--- src/rtl/iob_bus_split_n_pkg.sv ---
// Shared types and width helpers for the N-way IOb bus splitter.
// The FSM state encoding is fixed so that waveforms and debug probes stay stable.
package iob_bus_split_n_pkg;

  typedef enum logic [1:0] {
    ST_IDLE  = 2'd0,
    ST_BUSY  = 2'd1,
    ST_ERR   = 2'd2,
    ST_GUARD = 2'd3
  } state_t;

  // Width of the slave-select field. Never less than one bit.
  function automatic int sel_width(input int n_slaves);
    return (n_slaves > 1) ? $clog2(n_slaves) : 1;
  endfunction

  // Width of the watchdog counter. Never less than one bit.
  function automatic int timer_width(input int timeout);
    return (timeout > 0) ? $clog2(timeout + 1) : 1;
  endfunction

endpackage

--- src/rtl/iob_bus_split_n_timer.sv ---
// Saturating watchdog counter: counts 0..TIMEOUT-1 while enabled, never wraps.
// expire is high while enabled and the last count has been reached.
module iob_bus_split_n_timer
  import iob_bus_split_n_pkg::*;
#(
  parameter int TIMEOUT = 255
) (
  input  logic clk,
  input  logic resetn,
  input  logic clear,
  input  logic enable,
  output logic expire
);

  localparam int TW = timer_width(TIMEOUT);
  localparam logic [TW-1:0] LAST = TW'(TIMEOUT - 1);

  logic [TW-1:0] count_reg;
  logic [TW-1:0] count_next;

  always_comb begin
    count_next = count_reg;
    if (clear) begin
      count_next = '0;
    end else if (enable && (count_reg != LAST)) begin
      count_next = count_reg + TW'(1);
    end
  end

  always_ff @(posedge clk or negedge resetn) begin
    if (!resetn) begin
      count_reg <= '0;
    end else begin
      count_reg <= count_next;
    end
  end

  assign expire = enable && (count_reg == LAST);

endmodule

--- src/rtl/iob_bus_split_n.sv ---
// N-way splitter for the IOb native bus: decodes a slave from an address field, forwards the
// registered request, and answers with an error if the select is invalid or the slave times out.
module iob_bus_split_n
  import iob_bus_split_n_pkg::*;
#(
  parameter int ADDR_W   = 32,
  parameter int DATA_W   = 32,
  parameter int N_SLAVES = 4,
  parameter int SEL_LSB  = 28,
  parameter int TIMEOUT  = 255
) (
  input  logic                       clk,
  input  logic                       resetn,
  input  logic                       m_valid,
  input  logic [ADDR_W-1:0]          m_addr,
  input  logic [DATA_W-1:0]          m_wdata,
  input  logic [DATA_W/8-1:0]        m_wstrb,
  output logic [DATA_W-1:0]          m_rdata,
  output logic                       m_ready,
  output logic                       m_err,
  output logic                       err_flag,
  output logic [ADDR_W-1:0]          err_addr,
  output logic [N_SLAVES-1:0]        s_valid,
  output logic [ADDR_W-1:0]          s_addr,
  output logic [DATA_W-1:0]          s_wdata,
  output logic [DATA_W/8-1:0]        s_wstrb,
  input  logic [N_SLAVES*DATA_W-1:0] s_rdata,
  input  logic [N_SLAVES-1:0]        s_ready
);

  localparam int SEL_W  = sel_width(N_SLAVES);
  localparam int STRB_W = DATA_W / 8;

  state_t              state_reg;
  state_t              state_next;
  logic [ADDR_W-1:0]   addr_reg;
  logic [DATA_W-1:0]   wdata_reg;
  logic [STRB_W-1:0]   wstrb_reg;
  logic [SEL_W-1:0]    sel_reg;
  logic                err_flag_reg;
  logic [ADDR_W-1:0]   err_addr_reg;

  logic [SEL_W-1:0]    m_sel;
  logic                sel_ok;
  logic                accept;
  logic [N_SLAVES-1:0] sel_onehot;
  logic [DATA_W-1:0]   rdata_slot [N_SLAVES];
  logic [DATA_W-1:0]   rdata_sel;
  logic                ready_sel;
  logic                timer_expire;

  assign m_sel  = m_addr[SEL_LSB +: SEL_W];
  assign sel_ok = (32'(m_sel) < 32'(N_SLAVES));
  assign accept = (state_reg == ST_IDLE) && m_valid;

  // Decoder and read-data slices, one per slave port.
  genvar gi;
  generate
    for (gi = 0; gi < N_SLAVES; gi++) begin : g_slot
      assign sel_onehot[gi] = (sel_reg == SEL_W'(gi));
      assign rdata_slot[gi] = s_rdata[gi*DATA_W +: DATA_W];
    end
  endgenerate

  always_comb begin
    rdata_sel = '0;
    for (int i = 0; i < N_SLAVES; i++) begin
      rdata_sel = rdata_sel | (rdata_slot[i] & {DATA_W{sel_onehot[i]}});
    end
  end

  assign ready_sel = |(s_ready & sel_onehot);

  generate
    if (TIMEOUT != 0) begin : g_timer
      iob_bus_split_n_timer #(
        .TIMEOUT(TIMEOUT)
      ) u_timer (
        .clk    (clk),
        .resetn (resetn),
        .clear  (state_reg != ST_BUSY),
        .enable (state_reg == ST_BUSY),
        .expire (timer_expire)
      );
    end else begin : g_no_timer
      assign timer_expire = 1'b0;
    end
  endgenerate

  // GUARD absorbs the cycle in which the master may still show the completed request.
  always_comb begin
    state_next = state_reg;
    m_ready    = 1'b0;
    m_err      = 1'b0;
    m_rdata    = '0;
    s_valid    = '0;
    case (state_reg)
      ST_IDLE: begin
        if (m_valid) begin
          state_next = sel_ok ? ST_BUSY : ST_ERR;
        end
      end
      ST_BUSY: begin
        s_valid = sel_onehot;
        if (ready_sel) begin
          m_ready    = 1'b1;
          m_rdata    = rdata_sel;
          state_next = ST_GUARD;
        end else if (timer_expire) begin
          state_next = ST_ERR;
        end
      end
      ST_ERR: begin
        m_ready    = 1'b1;
        m_err      = 1'b1;
        state_next = ST_GUARD;
      end
      ST_GUARD: begin
        state_next = ST_IDLE;
      end
      default: begin
        state_next = ST_IDLE;
      end
    endcase
  end

  always_ff @(posedge clk or negedge resetn) begin
    if (!resetn) begin
      state_reg    <= ST_IDLE;
      addr_reg     <= '0;
      wdata_reg    <= '0;
      wstrb_reg    <= '0;
      sel_reg      <= '0;
      err_flag_reg <= 1'b0;
      err_addr_reg <= '0;
    end else begin
      state_reg <= state_next;
      if (accept) begin
        addr_reg  <= m_addr;
        wdata_reg <= m_wdata;
        wstrb_reg <= m_wstrb;
        sel_reg   <= m_sel;
      end
      if (state_reg == ST_ERR) begin
        err_flag_reg <= 1'b1;
        err_addr_reg <= addr_reg;
      end
    end
  end

  assign s_addr   = addr_reg;
  assign s_wdata  = wdata_reg;
  assign s_wstrb  = wstrb_reg;
  assign err_flag = err_flag_reg;
  assign err_addr = err_addr_reg;

endmodule
--- config.mk ---
export PLATFORM = sky130hd
export DESIGN_NAME = iob_bus_split_n
export DESIGN_NICKNAME = d
export VERILOG_FILES = /design/src/rtl/iob_bus_split_n_pkg.sv /design/src/rtl/iob_bus_split_n_timer.sv /design/src/rtl/iob_bus_split_n.sv
export SDC_FILE = /design/constraint.sdc
export NUM_CORES = 1
export LEC_CHECK = 0
export ABC_AREA = 1
export CAP_MARGIN = 20
export CELL_PAD_IN_SITES_DETAIL_PLACEMENT = 0
export CELL_PAD_IN_SITES_GLOBAL_PLACEMENT = 1
export CORE_UTILIZATION = 28
export CTS_CLUSTER_DIAMETER = 100
export DETAILED_ROUTE_END_ITERATION = 16
export GPL_TIMING_DRIVEN = 0
export HOLD_SLACK_MARGIN = 0.02
export PLACE_DENSITY = 0.88
export SLEW_MARGIN = 20
export SYNTH_ARGS = -nofsm -noshare
export SYNTH_HDL_FRONTEND = slang
export SYNTH_SLANG_ARGS = --single-unit
export TNS_END_PERCENT = 100
--- constraint.sdc ---
create_clock -name clk -period 3.38 [get_ports clk]
set_input_delay 0.507 -clock clk [delete_from_list [all_inputs] [get_ports clk]]
set_output_delay 0.507 -clock clk [all_outputs]
set_load 0.02 [all_outputs]
== After elaboration in Yosys (flattened, before gate mapping) ==
Index checks and enable logic that the tools add are counted.

* Bits of input ports: 203
* Output and inout bits: 139
* Register bits: 113
* Word-level logic and storage cells: 48

* Reductions and logical operators: 8
* Multiplexer cells: 12
* Add/subtract/negate cells: 1
* Equality and inequality tests: 11
* Bitwise operators: 8

{| class="wikitable"
|+ Operator list
! kind !! number
|-
| $and 32x32->32 || 4
|-
| $or 32x32->32 || 3
|-
| $mux 32 || 2
|-
| $mux 8 || 2
|-
| $add 8x1->8 const B || 1
|-
| $eq 2x2->1 const B || 4
|-
| $eq 8x8->1 const B || 1
|-
| $ne 8x8->1 const B || 1
|-
| $pmux 2 s4 || 1
|-
| $mux 2 || 3
|-
| $and 4x4->4 || 1
|-
| $eq 2x1->1 const B || 2
|-
| $logic_not 2->1 || 2
|-
| $mux 4 || 1
|-
| $reduce_or 4->1 || 1
|-
| $logic_and 1x1->1 || 3
|-
| $ne 3x3->1 const B || 1
|-
| $mux 1 || 2
|-
| $ne 2x1->1 const B || 1
|-
| $ne 2x2->1 const B || 1
|-
| $pmux 1 s2 || 1
|-
| $reduce_and 2->1 || 1
|-
| $reduce_bool 2->1 || 1
|}

== Logic depth before layout (Yosys ltp) ==
Gate-level depths: netlist (run 1).

* Depth in word-level cells: 7
* Mapped depth: 10
* Gate-level depth less buffers: 10

== Cells and area by module ==
From an unflattened synthesis (run 1), not the netlist that was laid out.

* Cell total of the unflattened synthesis: 607
* Area total of the unflattened synthesis: 5540.3 um^2

{| class="wikitable"
|+ By module, submodules not included
! module !! times used !! area each (um^2) !! sequential area each (um^2) !! cells each
|-
| iob_bus_split_n || 1 || 5022.3 || 2577.5 || 534
|-
| iob_bus_split_n_timer || 1 || 518.0 || 200.2 || 73
|}

== Worst setup path after synthesis (run 1) ==
No wires, ideal clock.

* Kind: flip-flop to output port
* Start: register state_reg[0]
* End: output port m_ready
* Arrival time: 1605 ps
* Stages on the path, launching flop included: 5
* Slack: 1268 ps
* Path through: dfrtp_1 > inv_1 > ha_1 > clkinv_1 > a21boi_0

* Longest elaborated chain between the ends: 2
* Elaborated cells on any way between the ends: 3

{| class="wikitable"
|+ RTL lines
! what !! line !! text
|-
| start, declared || iob_bus_split_n.sv:34 || <nowiki>state_t state_reg;</nowiki>
|-
| start signal, assigned || iob_bus_split_n.sv:137 || <nowiki>state_reg <= state_next;</nowiki>
|-
| $eq 2x2->1 / $eq 2x1->1 (equally long branches) || iob_bus_split_n.sv:97 || <nowiki>case (state_reg)</nowiki>
|-
| $pmux 1 s2 * || iob_bus_split_n.sv:97 ||
|-
| end, declared || iob_bus_split_n.sv:19 || <nowiki>output logic m_ready,</nowiki>
|}

Mark *: on every way between the ends. The rest lies on a longest branch, timed or not.

==> metrics.txt, run 1 <==
# rows=51; Fill cells=1842; vias in the first global route=5817; final core occ=0.495; wire per inst=17.5 um; die span in x=143 um; post-cts repair resize count=0; placer congestion estimate=0.818; ys flop type=dfrtp_1; IO Port Bufs=341; post-synthesis sequential area ratio=0.498; delay of the slowest critical-path stage=660 ps; Chip Height=143 um; final setup fails=0; PD cells=888 mW/mm2; antenna fix cells=0; GRT Resource Usage Total=0.201; TritonCTS buffer count=9; CTS tree=yes; Pre-antenna DRT Iters=4; Root Buffer=clkbuf_16; Hold Path Class=in -> async; Max-slew headroom=0.648; Layout area overhead=73.0%; Synth Register Bits=111; total grt overflow=0; Metal-1 WL=7.95 mm; Clock Sink Count=111; antenna viol nets, final=0; CP Launch Type=flip-flop; Post-Syn Area=0.00558 mm2; critical path fanouts, max=10; starting DRC count in detailed routing=231; first-pass GRT wire length=31.2 mm; worst setup margin=365 ps; setup slack, reg-to-reg=1490 ps; RSZ-0062 raised after global routing=no; crit path kind=reg -> out; max-slew violations=0; Synth warnings=0; Synth top area share=0.498; cell count after synthesis=592; DR vias/cell=4.66; Final Cycle Share=0.892; DRT Wirelength=21.3 mm; Fmax=0.332 GHz; H-tree lvl count=3; ordered list of cells on the worst path=buf_6, inv_4, clkbuf_1, a31oi_1, a21oi_1, clkdlybuf4s50_1; Async SR Flop Fraction=1.00; Critical Path AT=2510 ps; Nets=1154; num ports=342; Initial Util=0.286; CP endpoint kind=primary output; most frequent cells after synthesis=178 x nand2_1, 111 x dfrtp_1, 69 x nand3_1, 66 x mux2_2, 33 x a31oi_1; Clock transition at path regs=80 ps; met2 WL=10.7 mm; maxcap violations=0; Synthesized Nets=801; Tot Pwr=8.57 mW; top layer in use=met4; cts hold-fix bufs=0; number of buffers added for setup after CTS=0; most frequent cell after synthesis=nand2_1; slowest cell on the critical path=clkdlybuf4s50_1; Post-synth EDFFs=0; non-filler cells in the finished layout=1214; maximum VDD drop=0.628 mV; Cell variety after synth=31; Mean Syn Cell Area=9.43 um2; CTS Buffer Depth=2; post-layout minimum cycle time=3010 ps; clk_skew=10.9 ps; Core ar.=0.0195 mm2; Setup WS pre-CTS=525 ps; routed vias=5654; fraction of layout cells with a size suffix above 1=0.153; Final Hold Fails=0; pin count of the biggest net entering global routing=75; Met3 Routed Length=2.16 mm; Tightest Pin Transition=528 ps; Setup TNS Final=0 ps; Final HPWL DP=16.5 mm; Worst EP required=2870 ps; Lkg Pwr=4.09 nW; die footprint=0.0205 mm2; DRC=0; biggest area consumer among synthesized cells=dfrtp_1; outcome=completed; initial antenna violation count=0; latest clock arrival within the worst-skew pair=340 ps; dpl cells=1199; largest cells by area after synthesis=dfrtp_1 50%, mux2_2 13%, nand2_1 12%
[layout make-up]
type / count / area (um2) / share of cell area
repair buffers: 342 / 3440 / 0.356
flip-flops and latches: 111 / 2780 / 0.288
multi-input cells: 426 / 2510 / 0.260
well taps: 265 / 332 / 0.0343
plain buffers: 42 / 236 / 0.0245
clock buffers: 9 / 225 / 0.0233
clock inverters: 6 / 75.1 / 0.00777
inverters: 13 / 53.8 / 0.00557
[worst paths after layout]
kind,from,end,cells after the start
setup / recovery,s_addr[28],m_rdata[14],6
hold / removal,resetn,s_wdata[7],1
setup reg to reg,state_reg[0],err_addr[3],6
hold reg to reg,err_addr[30],err_addr[30],2
max in group asynchronous,resetn,err_addr[22],2
min in group clk,err_addr[30],err_addr[30],2
[report_power, final]
part	leakage, nW	internal (mW)	switching, mW
Combinational	2.61	2.34	2.78
Clock	0.145	0.585	0.512
Sequential	1.34	1.96	0.399
Total	4.09	4.88	3.69
[metrics by stage]
stage	area, um2	hold WS [ps]
6_report	9660	57.0
5_1_grt	9660	77.4
4_1_cts	9660	65.9
3_5_place_dp	9360	442
3_3_place_gp	9330	451
2_1_floorplan	5580	211
[layer usage]
metal | up-vias | GRT usage
met5 | - | 0
met4 | 0 | 0.0566
met3 | 25 | 0.0674
met2 | 259 | 0.364
met1 | 2652 | 0.221
li1 | 2718 | -
[kinds of logic (layout without fill, tap and decap cells)]
kind of cell | after synthesis | in the layout | synth area share
AO/OA/AOI/OAI | 82 | 82 | 0.0984
AND/OR/NAND/NOR | 271 | 271 | 0.204
XOR/XNOR | 1 | 1 | 0.00157
flip-flops | 111 | 111 | 0.498
adder cells (fa/ha/maj) | 6 | 6 | 0.0134
buffers and inverters | 55 | 412 | 0.0520
multiplexers | 66 | 66 | 0.133
[placed cells by master (no fill, tap or decap), types with 2 or more instances in the layout]
cell type,n
nand3_1,69
clkdlybuf4s50_1,340
nand2_1,178
o21ai_0,5
inv_1,10
a21oi_1,18
nor2_1,12
nor3_1,4
a21oi_2,20
inv_6,3
buf_2,24
a31oi_1,33
dfrtp_1,111
clkbuf_1,11
ha_1,6
inv_4,2
clkbuf_16,9
buf_6,7
nand2_2,3
mux2_2,66
[worst max-delay path: cells and delay by family, from the launching register on]
kind	cells	cell delay, ps
AO/OA/AOI/OAI	2	420
buffers and inverters	4	1350
flip-flops	1	400
Power figures use the tool's default switching activity.
==> run 2, diff against run 1 <==
- CAP_MARGIN: 20 -> unset
==> results of run 2 <==
Final layout, timing and power as in run 1 (identical DEF).
==> run 3, diff against run 2 <==
- CAP_MARGIN: unset -> 20
==> results of run 3 <==
Final layout, timing and power as in run 1 (identical DEF).
